==> src/rtl/snes_port_pkg.sv <==
// Shared types and constants for the SNES controller-port reader.
package snes_port_pkg;

  // Read sequencer states
  typedef enum logic [2:0] {
    ST_IDLE   = 3'd0,
    ST_LATCH  = 3'd1,
    ST_CLK_LO = 3'd2,
    ST_CLK_HI = 3'd3,
    ST_FINISH = 3'd4
  } port_state_e;

  // PPU counter width and controller data lines
  localparam int HV_W      = 9;
  localparam int PORT_DI_W = 2;

  // Super Scope report (8 bits, first-received bit at [7])
  localparam int SCOPE_BITS      = 8;
  localparam int SCOPE_FIRE      = 7;
  localparam int SCOPE_CURSOR    = 6;
  localparam int SCOPE_TURBO     = 5;
  localparam int SCOPE_PAUSE     = 4;
  localparam int SCOPE_OFFSCREEN = 1;
  localparam int SCOPE_NOISE     = 0;

  // Justifier report (32 bits, first-received bit at [31])
  localparam int          JUST_BITS     = 32;
  localparam int          JUST_ID_HI    = 19;
  localparam int          JUST_ID_LO    = 16;
  localparam logic [3:0]  JUST_ID_VALUE = 4'hE;
  localparam int          JUST_TRIG1    = 7;
  localparam int          JUST_TRIG2    = 6;
  localparam int          JUST_START1   = 5;
  localparam int          JUST_START2   = 4;
  localparam int          JUST_ACTIVE   = 3;

  // Cycles from START pulse to DONE pulse
  function automatic int unsigned read_cycles(input int unsigned bits, input int unsigned div);
    return 1 + 2 * div * (bits + 1);
  endfunction

endpackage

==> src/rtl/port_sync.sv <==
// Two-flop synchronizer for a pad-level input plus a falling-edge detector
// on the synchronized value.
module port_sync #(
  parameter logic RST_VAL = 1'b1
) (
  input  logic clk_i,
  input  logic rst_ni,
  input  logic async_i,
  output logic sync_o,
  output logic fall_o
);

  logic meta_q;
  logic sync_q;
  logic prev_q;

  // Synchronizer chain; prev_q holds the previous synchronized value for edge detect
  always_ff @(posedge clk_i or negedge rst_ni) begin
    if (!rst_ni) begin
      meta_q <= RST_VAL;
      sync_q <= RST_VAL;
      prev_q <= RST_VAL;
    end else begin
      meta_q <= async_i;
      sync_q <= meta_q;
      prev_q <= sync_q;
    end
  end

  assign sync_o = sync_q;
  assign fall_o = prev_q & ~sync_q;

endmodule

==> src/rtl/ctrl_port_reader.sv <==
// Console-side controller-port master: latch/clock sequencer with serial
// capture on D0/D1, and an IOBit-triggered PPU H/V counter latch.
// CLK_DIV must be at least 3 so the synchronized data settles before sampling.
module ctrl_port_reader
  import snes_port_pkg::*;
#(
  parameter int BITS    = 16,
  parameter int CLK_DIV = 6
) (
  input  logic                 CLK,
  input  logic                 RESET_N,
  input  logic                 START,
  output logic                 BUSY,
  output logic                 DONE,
  output logic                 PORT_LATCH,
  output logic                 PORT_CLK,
  input  logic [PORT_DI_W-1:0] PORT_DI,
  output logic [BITS-1:0]      DATA0,
  output logic [BITS-1:0]      DATA1,
  input  logic                 PORT_P6,
  input  logic                 LATCH_EN,
  input  logic                 SW_LATCH,
  input  logic [HV_W-1:0]      HCNT,
  input  logic [HV_W-1:0]      VCNT,
  output logic [HV_W-1:0]      OPHCT,
  output logic [HV_W-1:0]      OPVCT,
  output logic                 OPLATCHED,
  input  logic                 OPCLR
);

  localparam int PH_W = $clog2(2 * CLK_DIV);
  localparam int BC_W = $clog2(BITS + 1);

  localparam logic [PH_W-1:0] PH_LATCH_LAST = PH_W'(2 * CLK_DIV - 1);
  localparam logic [PH_W-1:0] PH_HALF_LAST  = PH_W'(CLK_DIV - 1);
  localparam logic [PH_W-1:0] PH_ONE        = PH_W'(1);
  localparam logic [BC_W-1:0] BC_LAST       = BC_W'(BITS);
  localparam logic [BC_W-1:0] BC_ONE        = BC_W'(1);

  // Synchronized pad inputs
  logic d0_sync;
  logic d1_sync;
  logic p6_fall;
  logic d0_fall_unused;
  logic d1_fall_unused;
  logic p6_sync_unused;

  port_sync #(.RST_VAL(1'b1)) u_sync_p6 (
    .clk_i   (CLK),
    .rst_ni  (RESET_N),
    .async_i (PORT_P6),
    .sync_o  (p6_sync_unused),
    .fall_o  (p6_fall)
  );

  port_sync #(.RST_VAL(1'b1)) u_sync_d0 (
    .clk_i   (CLK),
    .rst_ni  (RESET_N),
    .async_i (PORT_DI[0]),
    .sync_o  (d0_sync),
    .fall_o  (d0_fall_unused)
  );

  port_sync #(.RST_VAL(1'b1)) u_sync_d1 (
    .clk_i   (CLK),
    .rst_ni  (RESET_N),
    .async_i (PORT_DI[1]),
    .sync_o  (d1_sync),
    .fall_o  (d1_fall_unused)
  );

  // Sequencer state and registered outputs
  port_state_e     state_q;
  logic [PH_W-1:0] phase_q;
  logic [BC_W-1:0] bitcnt_q;
  logic [BITS-1:0] shift0_q;
  logic [BITS-1:0] shift1_q;
  logic [BITS-1:0] data0_q;
  logic [BITS-1:0] data1_q;
  logic            busy_q;
  logic            done_q;
  logic            latch_q;
  logic            pclk_q;

  // Read sequencer: latch strobe, BITS clock periods, then publish inverted shift registers
  always_ff @(posedge CLK or negedge RESET_N) begin
    if (!RESET_N) begin
      state_q  <= ST_IDLE;
      phase_q  <= '0;
      bitcnt_q <= '0;
      shift0_q <= '0;
      shift1_q <= '0;
      data0_q  <= '0;
      data1_q  <= '0;
      busy_q   <= 1'b0;
      done_q   <= 1'b0;
      latch_q  <= 1'b0;
      pclk_q   <= 1'b1;
    end else begin
      done_q <= 1'b0;
      case (state_q)
        ST_IDLE: begin
          phase_q  <= '0;
          bitcnt_q <= '0;
          if (START) begin
            state_q <= ST_LATCH;
            busy_q  <= 1'b1;
            latch_q <= 1'b1;
          end
        end
        ST_LATCH: begin
          if (phase_q == PH_LATCH_LAST) begin
            phase_q <= '0;
            state_q <= ST_CLK_LO;
            latch_q <= 1'b0;
            pclk_q  <= 1'b0;
          end else begin
            phase_q <= phase_q + PH_ONE;
          end
        end
        ST_CLK_LO: begin
          if (phase_q == PH_HALF_LAST) begin
            phase_q  <= '0;
            state_q  <= ST_CLK_HI;
            pclk_q   <= 1'b1;
            shift0_q <= {shift0_q[BITS-2:0], d0_sync};
            shift1_q <= {shift1_q[BITS-2:0], d1_sync};
            bitcnt_q <= bitcnt_q + BC_ONE;
          end else begin
            phase_q <= phase_q + PH_ONE;
          end
        end
        ST_CLK_HI: begin
          if (phase_q == PH_HALF_LAST) begin
            phase_q <= '0;
            if (bitcnt_q == BC_LAST) begin
              state_q <= ST_FINISH;
              done_q  <= 1'b1;
              busy_q  <= 1'b0;
              data0_q <= ~shift0_q;
              data1_q <= ~shift1_q;
            end else begin
              state_q <= ST_CLK_LO;
              pclk_q  <= 1'b0;
            end
          end else begin
            phase_q <= phase_q + PH_ONE;
          end
        end
        ST_FINISH: begin
          state_q <= ST_IDLE;
        end
        default: begin
          state_q <= ST_IDLE;
          phase_q <= '0;
          busy_q  <= 1'b0;
          latch_q <= 1'b0;
          pclk_q  <= 1'b1;
        end
      endcase
    end
  end

  assign BUSY       = busy_q;
  assign DONE       = done_q;
  assign PORT_LATCH = latch_q;
  assign PORT_CLK   = pclk_q;
  assign DATA0      = data0_q;
  assign DATA1      = data1_q;

  // Counter latch: first enabled light hit wins, software latch always overwrites
  logic [HV_W-1:0] ophct_q, ophct_d;
  logic [HV_W-1:0] opvct_q, opvct_d;
  logic            oplatched_q, oplatched_d;
  logic            capture;

  // Next-state for the H/V latch; a capture takes priority over a clear
  always_comb begin
    capture     = SW_LATCH | (p6_fall & LATCH_EN & ~oplatched_q);
    ophct_d     = ophct_q;
    opvct_d     = opvct_q;
    oplatched_d = oplatched_q;
    if (capture) begin
      ophct_d     = HCNT;
      opvct_d     = VCNT;
      oplatched_d = 1'b1;
    end else if (OPCLR) begin
      oplatched_d = 1'b0;
    end
  end

  // H/V latch registers, independent of the read sequencer
  always_ff @(posedge CLK or negedge RESET_N) begin
    if (!RESET_N) begin
      ophct_q     <= '0;
      opvct_q     <= '0;
      oplatched_q <= 1'b0;
    end else begin
      ophct_q     <= ophct_d;
      opvct_q     <= opvct_d;
      oplatched_q <= oplatched_d;
    end
  end

  assign OPHCT     = ophct_q;
  assign OPVCT     = opvct_q;
  assign OPLATCHED = oplatched_q;

endmodule

==> config.mk <==
export PLATFORM = sky130hd
export DESIGN_NAME = ctrl_port_reader
export DESIGN_NICKNAME = d
export VERILOG_FILES = /design/src/rtl/snes_port_pkg.sv /design/src/rtl/port_sync.sv /design/src/rtl/ctrl_port_reader.sv
export SDC_FILE = /design/constraint.sdc
export NUM_CORES = 1
export LEC_CHECK = 0
export CAP_MARGIN = 15
export CORE_ASPECT_RATIO = 1.2
export CORE_MARGIN = 5
export CORE_UTILIZATION = 51
export CTS_CLUSTER_SIZE = 28
export DETAILED_ROUTE_END_ITERATION = 10
export GPL_ROUTABILITY_DRIVEN = 0
export PLACE_DENSITY_LB_ADDON = 0.25
export SYNTH_ARGS = -nofsm -noshare
export SYNTH_HDL_FRONTEND = slang
export SYNTH_SLANG_ARGS = --single-unit
==> constraint.sdc <==
create_clock -name CLK -period 2.1 [get_ports CLK]
set_input_delay 0.63 -clock CLK [delete_from_list [all_inputs] [get_ports CLK]]
set_output_delay 0.63 -clock CLK [all_outputs]
set_load 0.005 [all_outputs]
==> flow_summary.yaml <==
outcome:
  status: "completed"
synthesis:
  synth_edf_count: 0
  yosysSeqAreaShare: 0.639
  post-synth-top-count-cell: "nand2_1"
  synthesis.nets: 403
  ys_seq_elements: 106
  synthTopCellsByCount: "nand2_1 (134), dfrtp_1 (98), o21ai_0 (20)"
  async_reset_ff_frac: 1.00
  synth.distinct_cells: 42
  synth_flop_cell: "dfrtp_1"
  avgSynthCellArea_um2: 11.2
  synth_top_area_share: 0.589
  syn_inst: 372
  ys_warn_count: 0
  synth_area_leaders: "dfrtp_1 (59%), nand2_1 (12%), dfstp_2 (5.0%), mux2_2 (4.9%), o21ai_0 (2.4%)"
  syn_area_um2: 4170
  synth.largest_area_cell: "dfrtp_1"
detailed_routing:
  wl_met3_um: 422
  wl_met2_mm: 3.77
  met1_length_mm: 3.54
  routed.top_layer: "met4"
  drt_iter0_drc: 117
  ant_nets: 0
  avgViaCountPerCell: 5.09
  post-route-drc-count: 0
  first_pass_iters: 4
  wl_per_cell_um: 13.9
  num_vias: 2852
  wirelength_mm: 7.79
worst_setup_path:
  critical_path.max_fanout: 3
  critPathMaxStageDelay_ns: 0.56
  crit_buf_inv: 1
  crit_chain: "clkdlybuf4s50_1"
  worstPathRequired_ns: 1.47
  critPathLaunchType: "flop"
  cp_top_family: "flip-flops"
  arrival_ns: 1.41
  cp-end-kind: "primary output"
  path_class: "reg -> out"
  critPathSlowestCell: "dfstp_2"
floorplanning:
  io_pins: 82
  dieHeight_um: 109
  die_w_um: 92.5
  dieArea_um2: 10100
  coreArea_um2: 8060
  fp-row-count: 36
  start_util: 0.517
final_layout:
  area_growth_pct: 26.9
  drive_above_1_share: 0.138
  nets: 492
  antenna_cells: 0
power:
  p_total_mw: 4.42
  power.density_nw_per_um2: 836
  ir_drop_uv: 550
  power.leakage_nw: 2.49
clock_network:
  path_clk_slew_ns: 0.09
  cts_setup_buffers: 0
  cts_tree: "done"
  cts.sink_count: 106
  cts_hold_buf: 0
  cts_root_buffer: "clkbuf_8"
  clockBufferDepth: 2
  cts-buffers-inserted: 9
  insertion_delay_ns: 0.35
  cts_resized: 0
  cts_max_level: 3
timing:
  fmax_mhz: 491
  relSlewSlack: 0.709
  final_hold_viol_count: 0
  rsz0062_at_grt: "false"
  whs_ns: 0.184
  slew_violations: 0
  fin_crit_sh: 0.970
  period_minus_slack_ns: 2.04
  fin_tns_setup_ns: 0
  finalClockSkew_ns: 0.00913
  worstMarginPinSlew_ns: 0.434
  setup_viol: 0
grt:
  gr-total-overflow: 0
  grt_first_pass_wirelength_mm: 13.2
  grt_pass1_vias: 2830
  grt_max_degree: 37
  antenna_found_initial: 0
  grt.total_usage: 0.165
worst_hold_path:
  hp-class: "in -> async"
placement:
  portBuffers: 81
  dp_hpwl_mm: 5.70
flow_run:
  drv_cap: 0
[cells by family (layout without fill, tap and decap cells)]
logic type	after synthesis	in the layout	share of synthesized area
mux	21	21	0.0571
compound gates	52	52	0.0835
flops	106	106	0.639
buf+inv	22	115	0.0306
xor+xnor	1	1	0.00210
simple gates	166	166	0.175
fa+ha+maj	4	4	0.0120
[metrics by stage]
| step | setup WS, ns | util | instances | area, um^2 |
|---|---|---|---|---|
| after floorplan | 0.462 | - | 372 | 4170 |
| after global placement | 0.148 | 0.634 | 545 | 5110 |
| after detailed placement | 0.118 | 0.634 | 545 | 5110 |
| after CTS | 0.0427 | 0.655 | 560 | 5280 |
| after global routing | 0.00135 | 0.655 | 560 | 5280 |
| final | 0.0625 | 0.655 | 560 | 5280 |
[final cells by class]
| cell class | instances | area, um^2 |
|---|---|---|
| fill | 627 | 2780 |
| sequential | 106 | 2660 |
| multi-input combinational | 244 | 1380 |
| timing repair buffer | 95 | 938 |
| clock buffer | 11 | 141 |
| tap | 95 | 119 |
| clock inverter | 4 | 28.8 |
| inverter | 5 | 18.8 |
[cells in the final DEF, fill, tap and decap left out, drive strengths merged, types with 2 or more instances in the layout]
master / synthesis / routed
nand2b: 5 / 5
o22ai: 2 / 2
clkinvlp: 0 / 2
clkdlybuf4s50: 0 / 80
o21ai: 38 / 38
nand4: 2 / 2
nor2: 4 / 4
ha: 4 / 4
nor3: 4 / 4
o31ai: 3 / 3
clkinv: 0 / 2
and2: 2 / 2
nor2b: 2 / 2
mux2: 19 / 19
and3: 2 / 2
buf: 15 / 15
nand3: 2 / 2
nand3b: 2 / 2
inv: 5 / 5
o211ai: 2 / 2
and3b: 2 / 2
nand2: 134 / 134
o2bb2ai: 2 / 2
dfrtp: 98 / 98
mux2i: 2 / 2
clkbuf: 2 / 11
o21a: 2 / 2
dfstp: 8 / 8
or3: 3 / 3
[flip-flops by register name, summed over array words and instances (netlist names), 3 cells and up]
register  flops
shift0_q     16
bitcnt_q      5
DATA1        16
shift1_q     16
OPVCT         9
state_q       3
DATA0        16
phase_q       4
OPHCT         9
[report_power, final]
part | total (mW) | internal, mW | switching (mW)
clock | 1.09 | 0.458 | 0.635
combinational | 0.936 | 0.461 | 0.475
sequential | 2.39 | 2.24 | 0.148
total | 4.42 | 3.16 | 1.26
[routing by layer]
metal  GRT usage  vias to the layer above
li1            -                     1415
met1       0.215                     1360
met2       0.270                       73
met3      0.0483                        4
met4      0.0446                        0
met5           0                        -
[worst register-to-register path: cells and delay by family (launching register included)]
kind / cells / cell delay [ns]
AND/OR/NAND/NOR: 4 / 0.82
adder cells (fa/ha/maj): 1 / 0.16
buffers and inverters: 2 / 0.37
flip-flops: 1 / 0.40
[worst paths after layout]
| check | startpoint | endpoint | slack (ns) | cells past startpoint |
|---|---|---|---|---|
| worst min register to register | u_sync_p6.meta_q | u_sync_p6.sync_o | 0.36 | 0 |
| worst min-delay path | RESET_N | shift0_q[11] | 0.18 | 1 |
| worst max-delay path | PORT_CLK | PORT_CLK | 0.06 | 1 |
| worst max register to register | phase_q[1] | shift1_q[2] | 0.25 | 7 |
| min in group CLK | u_sync_p6.meta_q | u_sync_p6.sync_o | 0.36 | 0 |
| max in group asynchronous | RESET_N | u_sync_p6.meta_q | 1.31 | 2 |
(Power assumes the default switching activity.)
